`config.mk`:
```
export PLATFORM = sky130hd
export DESIGN_NAME = ptr_fe_feeder
export DESIGN_NICKNAME = d
export VERILOG_FILES = /design/src/rtl/ptr_fe_pkg.sv /design/src/rtl/fe_fifo.sv /design/src/rtl/ptr_fe_feeder.sv
export SDC_FILE = /design/constraint.sdc
export NUM_CORES = 1
export LEC_CHECK = 0
export ABC_AREA = 1
export ABC_CLOCK_PERIOD_IN_PS = 2520
export CAP_MARGIN = 20
export CORE_UTILIZATION = 45
export DETAILED_ROUTE_END_ITERATION = 12
export PLACE_DENSITY = 0.6
export SKIP_LAST_GASP = 1
export SLEW_MARGIN = 5
export SYNTH_ARGS = -nofsm -noshare
export SYNTH_HDL_FRONTEND = slang
export SYNTH_HIERARCHICAL = 1
export SYNTH_SLANG_ARGS = --single-unit
export TNS_END_PERCENT = 5
```
`constraint.sdc`:
```
create_clock -name clk -period 2.52 [get_ports clk]
set_clock_uncertainty 0.05 [all_clocks]
set_input_delay 0.504 -clock clk [delete_from_list [all_inputs] [get_ports clk]]
set_output_delay 0.504 -clock clk [all_outputs]
set_load 0.01 [all_outputs]
```
`src/rtl/ptr_fe_pkg.sv`:
```
// Shared definitions for the paper tape reader front-end feeder.
// Register addresses, STATUS/CTRL bit positions and issue FSM states.
package ptr_fe_pkg;

  localparam logic A_DATA = 1'b0;
  localparam logic A_CTRL = 1'b1;

  localparam int C_FLUSH = 0;
  localparam int C_IRQEN = 1;
  localparam int C_RUN   = 2;

  localparam int S_EMPTY   = 16;
  localparam int S_FULL    = 17;
  localparam int S_STARVED = 18;
  localparam int S_OVF     = 19;
  localparam int S_RUN     = 20;
  localparam int S_IRQEN   = 21;
  localparam int S_ARMED   = 22;

  typedef enum logic [1:0] {
    ST_IDLE,
    ST_SEND,
    ST_WAIT
  } issue_st_t;

endpackage

```
`src/rtl/fe_fifo.sv`:
```
// Single-clock byte FIFO: push/pop/flush, head data, count, empty, full.
// Ports: clk, reset, push, pop, flush, din -> head, count, empty, full, drop.
module fe_fifo
  import ptr_fe_pkg::*;
#(
  parameter int DEPTH = 64
) (
  input  logic                     clk,
  input  logic                     reset,
  input  logic                     push,
  input  logic                     pop,
  input  logic                     flush,
  input  logic [7:0]               din,
  output logic [7:0]               head,
  output logic [$clog2(DEPTH):0]   count,
  output logic                     empty,
  output logic                     full,
  output logic                     drop
);

  localparam int AW = $clog2(DEPTH);
  localparam logic [AW:0] FULLCNT = (AW+1)'(DEPTH);

  logic [7:0]    mem [DEPTH];
  logic [AW-1:0] wp;
  logic [AW-1:0] rp;
  logic [AW:0]   cnt;
  logic          do_pop;
  logic          do_push;

  assign empty = (cnt == '0);
  assign full  = (cnt == FULLCNT);
  assign count = cnt;
  assign head  = mem[rp];

  // A pop in the same cycle frees the slot, so a push into a full FIFO
  // is still accepted then.
  assign do_pop  = pop & ~empty;
  assign do_push = push & (~full | do_pop);
  assign drop    = push & ~do_push & ~flush;

  always_ff @(posedge clk or posedge reset) begin
    if (reset) begin
      wp  <= '0;
      rp  <= '0;
      cnt <= '0;
    end else if (flush) begin
      wp  <= '0;
      rp  <= '0;
      cnt <= '0;
    end else begin
      if (do_push) wp <= wp + 1'b1;
      if (do_pop)  rp <= rp + 1'b1;
      unique case ({do_push, do_pop})
        2'b10:   cnt <= cnt + 1'b1;
        2'b01:   cnt <= cnt - 1'b1;
        default: cnt <= cnt;
      endcase
    end
  end

  always_ff @(posedge clk) begin
    if (do_push & ~flush) mem[wp] <= din;
  end

endmodule

```
`src/rtl/ptr_fe_feeder.sv`:
```
// Host-fed frame buffer answering each reader request with one frame.
// Ports: host Avalon slave (h_*), low-water h_irq, reader fe_data_rq/ptr_*.
module ptr_fe_feeder
  import ptr_fe_pkg::*;
#(
  parameter int DEPTH   = 64,
  parameter int LOWMARK = 16
) (
  input  logic        clk,
  input  logic        reset,
  input  logic        h_address,
  input  logic        h_write,
  input  logic [31:0] h_writedata,
  input  logic        h_read,
  output logic [31:0] h_readdata,
  output logic        h_irq,
  input  logic        fe_data_rq,
  output logic        ptr_write,
  output logic [31:0] ptr_writedata
);

  localparam int AW = $clog2(DEPTH);
  localparam logic [AW:0] LOW = (AW+1)'(LOWMARK);

  issue_st_t   st;
  logic        run;
  logic        irqen;
  logic        starved;
  logic        ovf;
  logic        wr_data;
  logic        wr_ctrl;
  logic        flush;
  logic        pop;
  logic [7:0]  head;
  logic [AW:0] count;
  logic        empty;
  logic        full;
  logic        drop;
  logic        unused;

  assign unused  = ^h_writedata[31:8];
  assign wr_data = h_write & (h_address == A_DATA);
  assign wr_ctrl = h_write & (h_address == A_CTRL);
  assign flush   = wr_ctrl & h_writedata[C_FLUSH];
  assign pop     = (st == ST_SEND);

  fe_fifo #(.DEPTH(DEPTH)) u_fifo (
    .clk   (clk),
    .reset (reset),
    .push  (wr_data),
    .pop   (pop),
    .flush (flush),
    .din   (h_writedata[7:0]),
    .head  (head),
    .count (count),
    .empty (empty),
    .full  (full),
    .drop  (drop)
  );

  // Frame is latched on entry to SEND so a flush during SEND cannot
  // corrupt it; the FIFO pop happens at the end of SEND.
  always_ff @(posedge clk or posedge reset) begin
    if (reset) begin
      st            <= ST_IDLE;
      ptr_write     <= 1'b0;
      ptr_writedata <= '0;
    end else begin
      ptr_write     <= 1'b0;
      ptr_writedata <= '0;
      unique case (st)
        ST_IDLE: begin
          if (fe_data_rq & run & ~empty) begin
            st            <= ST_SEND;
            ptr_write     <= 1'b1;
            ptr_writedata <= {24'b0, head};
          end
        end
        ST_SEND: st <= ST_WAIT;
        ST_WAIT: if (!fe_data_rq) st <= ST_IDLE;
        default: st <= ST_IDLE;
      endcase
    end
  end

  always_ff @(posedge clk or posedge reset) begin
    if (reset) begin
      run     <= 1'b0;
      irqen   <= 1'b0;
      starved <= 1'b0;
      ovf     <= 1'b0;
    end else begin
      if (wr_ctrl) begin
        irqen <= h_writedata[C_IRQEN];
        run   <= h_writedata[C_RUN];
      end
      if (flush) begin
        starved <= 1'b0;
        ovf     <= 1'b0;
      end else begin
        if (drop) ovf <= 1'b1;
        if ((st == ST_IDLE) & fe_data_rq & run & empty)
          starved <= 1'b1;
      end
    end
  end

  assign h_irq = irqen & run & (count <= LOW);

  always_comb begin
    h_readdata = '0;
    if (h_read) begin
      if (h_address == A_CTRL) begin
        h_readdata[C_IRQEN] = irqen;
        h_readdata[C_RUN]   = run;
      end else begin
        h_readdata[10:0]      = 11'(count);
        h_readdata[S_EMPTY]   = empty;
        h_readdata[S_FULL]    = full;
        h_readdata[S_STARVED] = starved;
        h_readdata[S_OVF]     = ovf;
        h_readdata[S_RUN]     = run;
        h_readdata[S_IRQEN]   = irqen;
        h_readdata[S_ARMED]   = (st == ST_IDLE);
      end
    end
  end

endmodule

```
==> Yosys cells after proc, flatten, opt, wreduce, memory -nomap -nowiden <==
Memory sizes are Yosys's and may differ from the RTL's.
Cells that the tools add are included.
{ "totals": {"in_bits": 38, "ramBits": 512, "output_inout_bits": 66, "wordCells": 77, "mem_count": 1, "reg_bits": 58} }
{ "memory_table": {"columns": ["name", "depth", "word_bits", "rd", "rd_ports_with_merged_regs", "wr", "line", "source"], "rows": [
  ["u_fifo.mem", 64, 8, 1, 0, 1, "fe_fifo.sv:24", "logic [7:0] mem [DEPTH];"]
]} }
{ "op_classes": {"n_eq_ne": 7, "bitwise_logic": 21, "mux": 25, "n_reduce_logical": 8, "add_sub_neg": 4, "magnitude_cmp": 1} }
{ "op_table": {"columns": ["operator", "count"], "rows": [
  ["$mux W7", 4],
  ["$mux W6", 4],
  ["$mux W8", 2],
  ["$and A1 B1 Y1", 15],
  ["$pmux W7 S2", 1],
  ["$add A6 B1 Y6 const B", 2],
  ["$mux W1", 9],
  ["$reduce_bool A2 Y1", 4],
  ["$add A7 B1 Y7 const B", 1],
  ["$eq A7 B7 Y1 const B", 1],
  ["$le A7 B5 Y1 const B", 1],
  ["$logic_not A7 Y1", 1],
  ["$sub A7 B1 Y7 const B", 1],
  ["$mux W2", 3],
  ["$pmux W2 S3", 1],
  ["$not A1 Y1", 5],
  ["$eq A2 B1 Y1 const B", 2],
  ["$eq A2 B2 Y1 const B", 2],
  ["$mux W4", 1],
  ["$ne A2 B2 Y1 const B", 2],
  ["$reduce_bool A3 Y1", 1],
  ["$logic_not A2 Y1", 1],
  ["$reduce_and A2 Y1", 1],
  ["$or A1 B1 Y1", 1]
]} }

==> Logic depth before layout (Yosys ltp) <==
{ "logic_depth": {"ltp_word": 10, "ltp_mapped": 14, "mapped_depth_nobuf": 12} }

==> Cells and area by module <==
Netlist, hierarchy kept.
{ "by_module_without_submodules": {"columns": ["mod", "n_inst", "area_per_inst_um2", "seq_area_each_um2", "cells_each"], "rows": [
  ["fe_fifo", 1, 22332.7, 15850.2, 1948],
  ["ptr_fe_feeder", 1, 1028.5, 375.4, 132]
]} }

==> Worst setup path after synthesis <==
Ideal clock, no wire load.
{ "synth_path": {"path_kind": "reg2reg", "startpoint": "reg st[0]", "endpoint": "mem u_fifo.mem[14][0] (enable)", "t_required_ns": 2.100, "t_arrival_ns": 1.687, "setup_time_ns": 0.370, "stages_incl_launch_ff": 10, "period_less_slack_ns": 2.107, "path_slack_ns": 0.413, "n_path_buf": 1, "path_cell_list": "dfrtp_1 -> inv_1 -> nor2_1 -> inv_1 -> nand3_2 -> nand2_2 -> nor2_4 -> buf_6 -> nand4_4 -> nor2_1"} }
{ "synth_via": {"elab_chain_cells": 7} }
{ "synth_lines": {"columns": ["element", "line", "source"], "rows": [
  ["start: declaration", "ptr_fe_feeder.sv:25", "issue_st_t st;"],
  ["start signal: assignment", "ptr_fe_feeder.sv:65", "st <= ST_IDLE;"],
  ["start signal: assignment", "ptr_fe_feeder.sv:74", "st <= ST_SEND;"],
  ["start signal: assignment", "ptr_fe_feeder.sv:79", "ST_SEND: st <= ST_WAIT;"],
  ["$eq A2 B1 Y1", "ptr_fe_feeder.sv:45", "assign pop = (st == ST_SEND);"],
  ["net pop", "ptr_fe_feeder.sv:33", "logic pop;"],
  ["$and A1 B1 Y1", "fe_fifo.sv:38", "assign do_pop = pop & ~empty;"],
  ["$or A1 B1 Y1", "fe_fifo.sv:39", "assign do_push = push & (~full | do_pop);"],
  ["$and A1 B1 Y1", "fe_fifo.sv:39", null],
  ["$and A1 B1 Y1", "fe_fifo.sv:63", "if (do_push & ~flush) mem[wp] <= din;"],
  ["$mux W1", "fe_fifo.sv:63", null],
  ["$mux W1 (implied by the code)", "fe_fifo.sv:63", null],
  ["end: declaration", "fe_fifo.sv:24", null]
]} }
The timed path passes the listed nets, and every way through them passes these cells.

==> Worst setup path in the final report <==
{ "layout_path": {"startpoint": "in h_address", "endpoint": "out h_readdata[22]"} }
{ "layout_via": {"elab_chain_cells": 2} }
{ "layout_lines": {"columns": ["element", "line", "source"], "rows": [
  ["start: declaration", "ptr_fe_feeder.sv:11", "input logic h_address,"],
  ["$mux W7", "ptr_fe_feeder.sv:113", "if (h_address == A_CTRL) begin"],
  ["$mux W7", "ptr_fe_feeder.sv:112", "if (h_read) begin"],
  ["end: declaration", "ptr_fe_feeder.sv:15", "output logic [31:0] h_readdata,"]
]} }
No other way between the ends.

==> flow_summary.ini <==
[status]
status = complete, but fails checks
failed_checks = negative setup slack

[synthesis]
syn_area_mm2 = 0.0234
ys_top_cells_by_count = nand2_1, edfxtp_1, nand3_1
synth.avg_cell_area_um2 = 11.2
async_reset_ff_share_pct = 6.23
postSynthCellCount = 2080
synth.distinct_cells = 37
yosys.area.top_type = edfxtp_1
synth_enable_flop_cells = 512
synth_warnings = 6
synth_top_cell_area_share_pct = 65.8
yosysMostFrequentCell = nand2_1
ys_top_cells_by_area = edfxtp_1, nand2_1, nand3_1, dfrtp_1, buf_4
ys_ff_latch = 546
ys_seq_area_share_pct = 69.5
synth-main-ff-cell = edfxtp_1

[cells_and_area]
antenna_cells = 0
syn_to_final_growth_pct = 14.5
drive_gt1_share_pct = 11.5
nFillCells = 4503
nNetsFinal = 2254
fin_area_mm2 = 0.0268

[detailed_routing]
drt_iter0_drc = 1451
drc = 0
via_per_inst = 5.34
drtPass1Iterations = 5
wl_per_cell_um = 19.6
num_vias = 15656
routed_wl_um = 57400
ant_nets = 0

[clocking]
cts_htree_levels = 2
clock_path_buffers = 3
clock_latency_ns = 0.61
clk_pin_slew_ns = 0.06
clock_sinks = 546
cts_made_buffers = 56
cts_tree = done
cts.root.buffer_cell = clkbuf_16

[setup_path]
endpoint_kind = output port
path_cells = clkdlybuf4s50_1, buf_4, inv_1, nand2_2, nor3_1, clkdlybuf4s50_1
cp_slowest_stage_delay_ns = 0.56
crit_top_cell = clkdlybuf4s50_1
crit_family = buffers and inverters
critical_path.max_fanout = 12
crit_arrival_ns = 2.02
path_buf_inv = 4
critPathKind = input port to output port
startpoint_type = input port
crit_slowest_cell = clkdlybuf4s50_1
cp.required_ns = 1.97

[sta]
setup_slack_ns = -0.0564
fin_tns_setup_ns = -0.0948
final_max_slew_viol_count = 0
worstMarginPinSlew_ns = 0.718
fmax_mhz = 388
max_slew_margin_pct = 52.1
period_minus_slack_ns = 2.58
finalHoldViolations = 0
finalSetupViolCount = 4
rsz0062_at_grt = yes
finalCritPeriodShare_pct = 102

[global_routing]
antenna_found_initial = 0
gr-usage-all-layers_pct = 21.9
first_global_vias = 15110
grt_max_degree = 103
grt_overflow = 0
grt_pass1_wl_um = 88300

[placed_design]
io_buffers = 37
hpwl_um = 34400
place_area_mm2 = 0.0250
gp_congestion = 0.892

[floorplanning]
initial_core_util_pct = 45.5
rows = 83
die_x_um = 230
die_height_um = 230
die_area_mm2 = 0.0528
core_area_mm2 = 0.0513
pin_count = 104

[power_and_ir_drop]
leakagePower_nw = 10.1
powerDensity_mw_per_mm2 = 982
ir_worst_vdd_mv = 0.680

[run]
drv_cap = 0

[min_path]
worst_hold_path_type = input port to asynchronous set/reset pin
[cells by family (layout without fill, tap and decap cells)]
kind of cell	count (synthesis)	after routing	synth area share [%]
other	1	42	0.0161
XOR/XNOR	6	6	0.225
buffers and inverters	218	350	5.64
adder cells (fa/ha/maj)	8	8	0.461
flip-flops	546	546	69.5
AO/OA/AOI/OAI	39	39	0.884
AND/OR/NAND/NOR	1262	1262	23.3
[registers in the layout (all words and copies together), names as in the netlist, 2 cells and up]
register / count
u_fifo/count: 7
st: 2
u_fifo/wp: 6
u_fifo/rp: 6
ptr_writedata: 8
u_fifo/mem: 512
[per-stage QoR]
step	utilization, %	std cells	worst slack (ns)	hold WS [ns]	power [mW]
3_5_place_dp	48.7	2829	-0.221	0.446	18.4
3_3_place_gp	48.7	2829	-0.216	0.440	18.3
2_1_floorplan	-	2121	0.413	0.355	16.1
6_report	52.2	2933	-0.0564	0.244	26.3
4_1_cts	52.2	2933	-0.227	0.229	26.4
5_1_grt	52.2	2933	-0.155	0.269	27.6
[power by group]
part / switching [mW] / total [mW] / internal [mW]
Clock: 3.40 / 7.98 / 4.58
Sequential: 0.239 / 10.4 / 10.1
Combinational: 5.39 / 7.93 / 2.55
[area by class of cell]
type                            instances  area [µm²]  area share (%)
Sequential cell                       546       16200            60.7
Multi-Input combinational cell       1357        5980            22.3
Timing Repair Buffer                  183        1670            6.22
Clock buffer                           74        1620            6.04
Tap cell                              680         851            3.18
Clock inverter                         29         166           0.622
Inverter                               64         248           0.926
[worst paths after layout]
check	from	depth (start not counted)	endpoint	slack, ns
max	h_address	6	h_readdata[22]	-0.06
min	reset	2	u_fifo/rp[5]	0.24
max reg2reg	st[0]	11	u_fifo/count[6]	0.09
min reg2reg	ovf	2	ovf	0.46
max in group asynchronous	reset	3	u_fifo/wp[1]	1.61
min in group clk	h_writedata[0]	4	ovf	0.32
[metal layers]
layer / wire [µm] / share of wire (%) / global-route usage (%)
met1: 24900 / 43 / 30.6
met2: 27100 / 47 / 35.6
met3: 4010 / 7.0 / 3.13
met4: 1460 / 2.5 / 6.29
met5: 0 / 0 / 0
[cells in the final DEF, fill, tap and decap left out, types with 9 or more instances in the layout]
cell             Yosys  layout
nand3_1            453     453
o21ai_0             14      14
dfrtp_1             34      31
conb_1               1      42
buf_4               59     127
nor2_1              97      95
a21oi_1             13      13
clkinv_1             5      22
edfxtp_1           512     512
inv_1               54      53
clkbuf_1            11       9
clkdlybuf4s50_1      0      27
clkbuf_16            0      61
buf_12               1      19
nand2_1            684     683
[what timing repair did]
action	4_1_cts	5_1_grt
hold buffers	0	0
setup endpoints to repair	10	17
buffers inserted	1	0
resized for setup	4	1
No activity file was read; power rests on OpenSTA's default activity.
